File: config.mk
export PLATFORM = sky130hd
export DESIGN_NAME = interrupt_arbiter
export DESIGN_NICKNAME = d
export VERILOG_FILES = /design/src/rtl/interrupt_arbiter_pkg.sv /design/src/rtl/interrupt_arbiter_prio_pick.sv /design/src/rtl/interrupt_arbiter.sv
export SDC_FILE = /design/constraint.sdc
export NUM_CORES = 1
export LEC_CHECK = 0
export BUFFER_PORTS_ARGS = -buffer_cell sky130_fd_sc_hd__buf_2
export CAP_MARGIN = 20
export CORE_ASPECT_RATIO = 0.8
export CORE_UTILIZATION = 43
export CTS_CLUSTER_SIZE = 12
export DETAILED_ROUTE_END_ITERATION = 10
export PLACE_DENSITY = 0.89
export SLEW_MARGIN = 30
export SYNTH_ARGS = -nofsm -noshare
export SYNTH_HDL_FRONTEND = slang
export SYNTH_SLANG_ARGS = --single-unit
export TNS_END_PERCENT = 100
File: constraint.sdc
create_clock -name CLK -period 1.65 [get_ports CLK]
set_input_delay 0.33 -clock CLK [delete_from_list [all_inputs] [get_ports CLK]]
set_output_delay 0.33 -clock CLK [all_outputs]
set_load 0.05 [all_outputs]
File: src/rtl/interrupt_arbiter_pkg.sv
// Shared definitions for the interrupt arbiter: FSM encoding, register
// offsets inside the four-port window, and the default window base.
package interrupt_arbiter_pkg;

  typedef enum logic [1:0] {
    IDLE    = 2'd0,
    ASSERT  = 2'd1,
    SERVICE = 2'd2
  } arb_state_e;

  localparam logic [1:0] OFS_STATUS = 2'd0;
  localparam logic [1:0] OFS_MASK   = 2'd1;
  localparam logic [1:0] OFS_PEND   = 2'd2;
  localparam logic [1:0] OFS_EOI    = 2'd3;

  localparam logic [15:0] DEFAULT_BASE_ID = 16'h0010;

endpackage

File: src/rtl/interrupt_arbiter_prio_pick.sv
// Combinational winner selection: fixed priority (bit 0 first) or a rotating
// scan that starts at rr_ptr_i and wraps around.
module interrupt_arbiter_prio_pick #(
  parameter int N_SRC       = 4,
  parameter bit ROUND_ROBIN = 1'b0
) (
  input  logic [N_SRC-1:0] req_i,
  input  logic [3:0]       rr_ptr_i,
  output logic             hit_o,
  output logic [3:0]       idx_o
);

  logic [3:0]       shiftAmt;
  logic [N_SRC-1:0] rotReq;

  // Rotate the request vector so the scan start lands at bit 0; the winning
  // rotated position is then mapped back by adding the rotation modulo N_SRC.
  always_comb begin
    logic [4:0] sum;
    shiftAmt = ROUND_ROBIN ? rr_ptr_i : 4'd0;
    rotReq   = N_SRC'({req_i, req_i} >> shiftAmt);
    hit_o    = 1'b0;
    idx_o    = 4'd0;
    sum      = 5'd0;
    for (int i = 0; i < N_SRC; i++) begin
      if (!hit_o && rotReq[i]) begin
        hit_o = 1'b1;
        sum   = 5'(i) + {1'b0, shiftAmt};
        idx_o = (sum >= 5'(N_SRC)) ? 4'(sum - 5'(N_SRC)) : sum[3:0];
      end
    end
  end

endmodule

File: src/rtl/interrupt_arbiter.sv
// Shares the processor INTERRUPT line among N_SRC edge-triggered sources, with
// mask/pending/status/EOI registers in a four-port I/O window.
module interrupt_arbiter
  import interrupt_arbiter_pkg::*;
#(
  parameter int          N_SRC       = 4,
  parameter logic [15:0] BASE_ID     = DEFAULT_BASE_ID,
  parameter bit          ROUND_ROBIN = 1'b0
) (
  input  logic             CLK,
  input  logic             RESET,
  input  logic [N_SRC-1:0] IRQ_IN,
  input  logic [15:0]      PORT_ID,
  input  logic [15:0]      OUT_PORT,
  input  logic             WRITE_STROBE,
  input  logic             READ_STROBE,
  input  logic             INTERRUPT_ACK,
  output logic             INTERRUPT,
  output logic [15:0]      RD_DATA,
  output logic             RD_HIT
);

  arb_state_e       state_q, state_d;
  logic [N_SRC-1:0] irqPrev_q;
  logic [N_SRC-1:0] pend_q, pend_d;
  logic [N_SRC-1:0] mask_q, mask_d;
  logic [3:0]       activeId_q, activeId_d;
  logic             activeValid_q, activeValid_d;
  logic             intReq_q, intReq_d;
  logic [3:0]       rrPtr_q, rrPtr_d;

  logic [15:0]      portOfs;
  logic [1:0]       regSel;
  logic             wrMask, wrPend, wrEoi;
  logic             ackTake, eoiTake;
  logic [N_SRC-1:0] rise, req, ackClr, w1cClr;
  logic             pickHit;
  logic [3:0]       pickIdx;
  logic             unusedBits;

  assign unusedBits = ^{READ_STROBE, OUT_PORT};

  assign portOfs = PORT_ID - BASE_ID;
  assign regSel  = portOfs[1:0];
  assign RD_HIT  = (portOfs < 16'd4);
  assign wrMask  = WRITE_STROBE && RD_HIT && (regSel == OFS_MASK);
  assign wrPend  = WRITE_STROBE && RD_HIT && (regSel == OFS_PEND);
  assign wrEoi   = WRITE_STROBE && RD_HIT && (regSel == OFS_EOI);
  assign ackTake = (state_q == ASSERT) && INTERRUPT_ACK;
  assign eoiTake = (state_q == SERVICE) && wrEoi;

  assign rise = IRQ_IN & ~irqPrev_q;
  assign req  = pend_q & ~mask_q;

  interrupt_arbiter_prio_pick #(
    .N_SRC       (N_SRC),
    .ROUND_ROBIN (ROUND_ROBIN)
  ) u_prio_pick (
    .req_i    (req),
    .rr_ptr_i (rrPtr_q),
    .hit_o    (pickHit),
    .idx_o    (pickIdx)
  );

  always_ff @(posedge CLK) begin
    if (!RESET) begin
      state_q <= IDLE;
    end else begin
      state_q <= state_d;
    end
  end

  always_comb begin
    state_d = state_q;
    unique case (state_q)
      IDLE:    if (pickHit) state_d = ASSERT;
      ASSERT:  if (ackTake) state_d = SERVICE;
      SERVICE: if (eoiTake) state_d = IDLE;
      default: state_d = IDLE;
    endcase
  end

  // A fresh edge is OR-ed in after the ACK and W1C clears so it is never lost.
  always_comb begin
    for (int i = 0; i < N_SRC; i++) begin
      ackClr[i] = ackTake && (activeId_q == 4'(i));
    end
    w1cClr        = wrPend ? OUT_PORT[N_SRC-1:0] : '0;
    pend_d        = (pend_q & ~ackClr & ~w1cClr) | rise;
    mask_d        = wrMask ? OUT_PORT[N_SRC-1:0] : mask_q;
    activeId_d    = activeId_q;
    activeValid_d = activeValid_q;
    intReq_d      = intReq_q;
    rrPtr_d       = rrPtr_q;
    unique case (state_q)
      IDLE: begin
        if (pickHit) begin
          activeId_d = pickIdx;
          intReq_d   = 1'b1;
        end
      end
      ASSERT: begin
        if (ackTake) begin
          intReq_d      = 1'b0;
          activeValid_d = 1'b1;
        end
      end
      SERVICE: begin
        if (eoiTake) begin
          activeValid_d = 1'b0;
          if (ROUND_ROBIN) begin
            rrPtr_d = (activeId_q == 4'(N_SRC - 1)) ? 4'd0 : activeId_q + 4'd1;
          end
        end
      end
      default: ;
    endcase
  end

  always_ff @(posedge CLK) begin
    if (!RESET) begin
      irqPrev_q     <= '0;
      pend_q        <= '0;
      mask_q        <= '1;
      activeId_q    <= 4'd0;
      activeValid_q <= 1'b0;
      intReq_q      <= 1'b0;
      rrPtr_q       <= 4'd0;
    end else begin
      irqPrev_q     <= IRQ_IN;
      pend_q        <= pend_d;
      mask_q        <= mask_d;
      activeId_q    <= activeId_d;
      activeValid_q <= activeValid_d;
      intReq_q      <= intReq_d;
      rrPtr_q       <= rrPtr_d;
    end
  end

  assign INTERRUPT = intReq_q;

  always_comb begin
    RD_DATA = 16'h0000;
    if (RD_HIT) begin
      unique case (regSel)
        OFS_STATUS: RD_DATA = {activeValid_q, 11'b0, activeId_q};
        OFS_MASK:   RD_DATA = 16'(mask_q);
        OFS_PEND:   RD_DATA = 16'(pend_q);
        default:    RD_DATA = 16'h0000;
      endcase
    end
  end

endmodule

==> impl_metrics.prom <==
# TYPE chip_impl_metric gauge
chip_impl_metric{name="timing.hold.worst_path_depth",unit=""} 3
chip_impl_metric{name="drc",unit=""} 10
chip_impl_metric{name="starting_utilization_of_the_core_area",unit="%"} 46.5
chip_impl_metric{name="hpwlAfterDp",unit="mm"} 1.92
chip_impl_metric{name="final_period_utilization",unit="%"} 109
chip_impl_info{name="synthDominantAreaCellType",value="dfxtp_1"} 1
chip_impl_metric{name="fmaxAchievable",unit="MHz"} 558
chip_impl_metric{name="gp_routability_congestion",unit=""} 0.914
chip_impl_metric{name="dieArea",unit="um^2"} 2600
chip_impl_metric{name="finalClockSkew",unit="ns"} 0.00382
chip_impl_metric{name="critPathRequiredTime",unit="ns"} 1.32
chip_impl_metric{name="pre_cts_ws",unit="ns"} -0.276
chip_impl_metric{name="setup_viol",unit=""} 5
chip_impl_info{name="criticalPathCategory",value="primary input to output port"} 1
chip_impl_metric{name="grt_first_pass_wirelength",unit="mm"} 4.15
chip_impl_metric{name="floorplan.die.width",unit="um"} 56.7
chip_impl_metric{name="mappedNetlistArea",unit="um^2"} 1030
chip_impl_metric{name="setup-tns-final",unit="ns"} -0.643
chip_impl_metric{name="final-hold-violation-count",unit=""} 0
chip_impl_metric{name="drv.max_cap_violation_count",unit=""} 0
chip_impl_metric{name="drt-pass1-iter-count",unit=""} 7
chip_impl_info{name="synth_flop_cell",value="dfxtp_1"} 1
chip_impl_metric{name="core-area",unit="um^2"} 2210
chip_impl_metric{name="grt_start_max_net_pins",unit=""} 19
chip_impl_metric{name="area.growth.synth_to_final",unit="%"} 32.6
chip_impl_metric{name="vdd_ir_drop_max",unit="mV"} 0.625
chip_impl_metric{name="hold_ws",unit="ns"} 0.223
chip_impl_metric{name="grt.overflow.total",unit=""} 0
chip_impl_metric{name="finalNetCount",unit=""} 200
chip_impl_metric{name="routed-via-count",unit=""} 1013
chip_impl_info{name="commonest_cells_in_the_synthesized_netlist",value="dfxtp_1, buf_4, nand2_1, inv_1, nor2_1"} 1
chip_impl_metric{name="track_usage",unit="%"} 21.8
chip_impl_metric{name="cts-hold-fix-buffers",unit=""} 0
chip_impl_info{name="timing.rr.start",value="mask_q[2]"} 1
chip_impl_metric{name="number_of_global_route_vias_before_repair",unit=""} 976
chip_impl_metric{name="cts_setup_buffers",unit=""} 0
chip_impl_metric{name="route.detailed.wl_per_inst",unit="um"} 14.1
chip_impl_metric{name="numCtsBuffers",unit=""} 3
chip_impl_info{name="hp-class",value="primary input to flop"} 1
chip_impl_metric{name="io_pins",unit=""} 59
chip_impl_info{name="cts_tree",value="yes"} 1
chip_impl_metric{name="drt_iter0_drc",unit=""} 45
chip_impl_metric{name="clk_transition_reported_paths",unit="ns"} 0.10
chip_impl_metric{name="vert_die_dim",unit="um"} 45.8
chip_impl_metric{name="leakage",unit="nW"} 0.595
chip_impl_metric{name="critPathArrivalTime",unit="ns"} 1.46
chip_impl_info{name="hold_end",value="irqPrev_q[3]"} 1
chip_impl_info{name="crit_path_start_kind",value="primary input"} 1
chip_impl_metric{name="worstRegToRegCells",unit=""} 4
chip_impl_metric{name="fp-row-count",unit=""} 15
chip_impl_metric{name="numPortBuffers",unit=""} 34
chip_impl_metric{name="drive_gt1_share",unit="%"} 34.8
chip_impl_metric{name="ys_seq_area_share",unit="%"} 35.0
chip_impl_metric{name="syn-instance-count",unit=""} 121
chip_impl_metric{name="clock_tree.buffer_depth",unit=""} 2
chip_impl_info{name="critical_path.endpoint_type",value="output port"} 1
chip_impl_metric{name="cts.htree.levels",unit=""} 1
chip_impl_metric{name="clk_latency",unit="ns"} 0.30
chip_impl_metric{name="diodes",unit=""} 0
chip_impl_metric{name="synth_warnings",unit=""} 0
chip_impl_metric{name="final_critical_path_setup_slack",unit="ns"} -0.143
chip_impl_metric{name="postSynth.asyncResetShare",unit="%"} 0
chip_impl_info{name="outcome",value="complete, but fails checks"} 1
chip_impl_metric{name="synthesis.area_per_instance",unit="um^2"} 8.51
chip_impl_metric{name="synth-edff-count",unit=""} 0
chip_impl_metric{name="grt_antenna_before_repair",unit=""} 0
chip_impl_metric{name="postRouteAntennaNets",unit=""} 0
chip_impl_metric{name="yosys_reg_bits",unit=""} 18
chip_impl_metric{name="yosys.cell_types.count",unit=""} 37
chip_impl_metric{name="critical_path.max_fanout",unit=""} 8
chip_impl_metric{name="detailed_route_vias_per_instance",unit=""} 5.54
chip_impl_info{name="synth_top_cells_by_area",value="dfxtp_1, buf_4, nand2_1"} 1
chip_impl_info{name="clk_root_buffer_cell",value="clkbuf_4"} 1
chip_impl_metric{name="timing_max_transition_violations_final",unit=""} 0
chip_impl_metric{name="netlist.area_leader.share",unit="%"} 35.0
chip_impl_metric{name="clock_sinks",unit=""} 18
chip_impl_info{name="r2r_end",value="activeId_q[0]"} 1
chip_impl_info{name="unrepaired_setup_endpoints_after_global_routing",value="yes"} 1
chip_impl_metric{name="layout_min_cycle_time",unit="ns"} 1.79
chip_impl_metric{name="routed_wirelength",unit="mm"} 2.58
chip_impl_metric{name="rrSetupSlack",unit="ns"} 0.33
chip_impl_info{name="holdCritStartpoint",value="IRQ_IN[3]"} 1
chip_impl_info{name="failed_checks",value="DRC, setup timing"} 1
chip_impl_info{name="yosys.cell_count.top_type",value="dfxtp_1"} 1
chip_impl_metric{name="power_per_cell_area",unit="nW/um^2"} 657
[power by group]
group	leakage, nW	switching [mW]	internal [mW]
logic	0.427	0.112	0.0577
clock network	0.0210	0.135	0.135
registers	0.148	0.00909	0.449
[registers in the layout, indices dropped and copies added, names as in the netlist]
register       cells
activeId_q         2
pend_q             4
activeValid_q      1
irqPrev_q          4
state_q            2
INTERRUPT          1
mask_q             4
[worst max-delay path, cell delays in order]
cell,delay [ns]
buf_8,0.10
nor4_4,0.27
nand4_1,0.25
buf_6,0.24
nor2_4,0.12
buf_8,0.15
[layout make-up]
type                            count  area (um^2)
Inverter                           10         37.5
Fill cell                         183          850
Clock buffer                        4         36.3
Timing Repair Buffer               38          284
Multi-Input combinational cell     88          616
Sequential cell                    18          360
Tap cell                           25         31.3
[cell families after synthesis]
group | synth area share (%)
DFF | 35.0
buffers and inverters | 14.3
muxes | 1.94
other | 0.364
and+or+nand+nor | 25.8
AOI/OAI and AO/OA | 22.6
[metal layers]
layer | vias up | part of all wire (%) | GRT usage, % | wire length (um)
met2 | 53 | 49 | 42.6 | 1280
met3 | 6 | 8.7 | 5.97 | 224
met1 | 476 | 41 | 23.5 | 1050
met5 | - | 0 | 0 | 0
li1 | 478 | - | - | -
met4 | 0 | 1.3 | 6.00 | 33
[worst max-delay path by stage]
stage / start / cells after the start / endpoint
after floorplan: PORT_ID[6] / 4 / RD_DATA[15]
after global placement: PORT_ID[14] / 6 / RD_DATA[3]
after detailed placement: PORT_ID[10] / 6 / RD_DATA[2]
after CTS: PORT_ID[3] / 6 / RD_DATA[3]
after global routing: PORT_ID[3] / 6 / RD_DATA[0]
final: PORT_ID[3] / 6 / RD_DATA[0]
[per-stage QoR]
step	total power, mW	util [%]	instances	area (um^2)
6_report	0.897	61.6	183	1370
3_5_place_dp	0.619	54.5	179	1210
5_1_grt	0.938	61.6	183	1370
3_3_place_gp	0.613	54.5	179	1210
4_1_cts	0.892	59.6	183	1320
2_1_floorplan	0.586	-	131	1090
[repair_timing]
action,CTS,global route
pin swaps,7,4
resized for setup,18,10
setup endpoints to repair,6,6
[layout by cell type (no fill, tap or decap), drive strengths merged, types with 2 or more instances in the layout]
| cell type | netlist | final |
|---|---|---|
| conb | 1 | 11 |
| a21oi | 5 | 5 |
| nor2b | 4 | 4 |
| and2b | 3 | 3 |
| nand3 | 2 | 2 |
| mux2i | 2 | 2 |
| dfxtp | 18 | 18 |
| buf | 14 | 38 |
| nor4 | 2 | 2 |
| o21ai | 10 | 10 |
| o22ai | 3 | 3 |
| nor3 | 3 | 3 |
| o311ai | 6 | 6 |
| nand2 | 11 | 11 |
| a21boi | 4 | 4 |
| a22oi | 2 | 2 |
| nor4b | 2 | 2 |
| inv | 10 | 10 |
| clkbuf | 1 | 4 |
| nor2 | 9 | 9 |
Power figures use the tool's default switching activity.
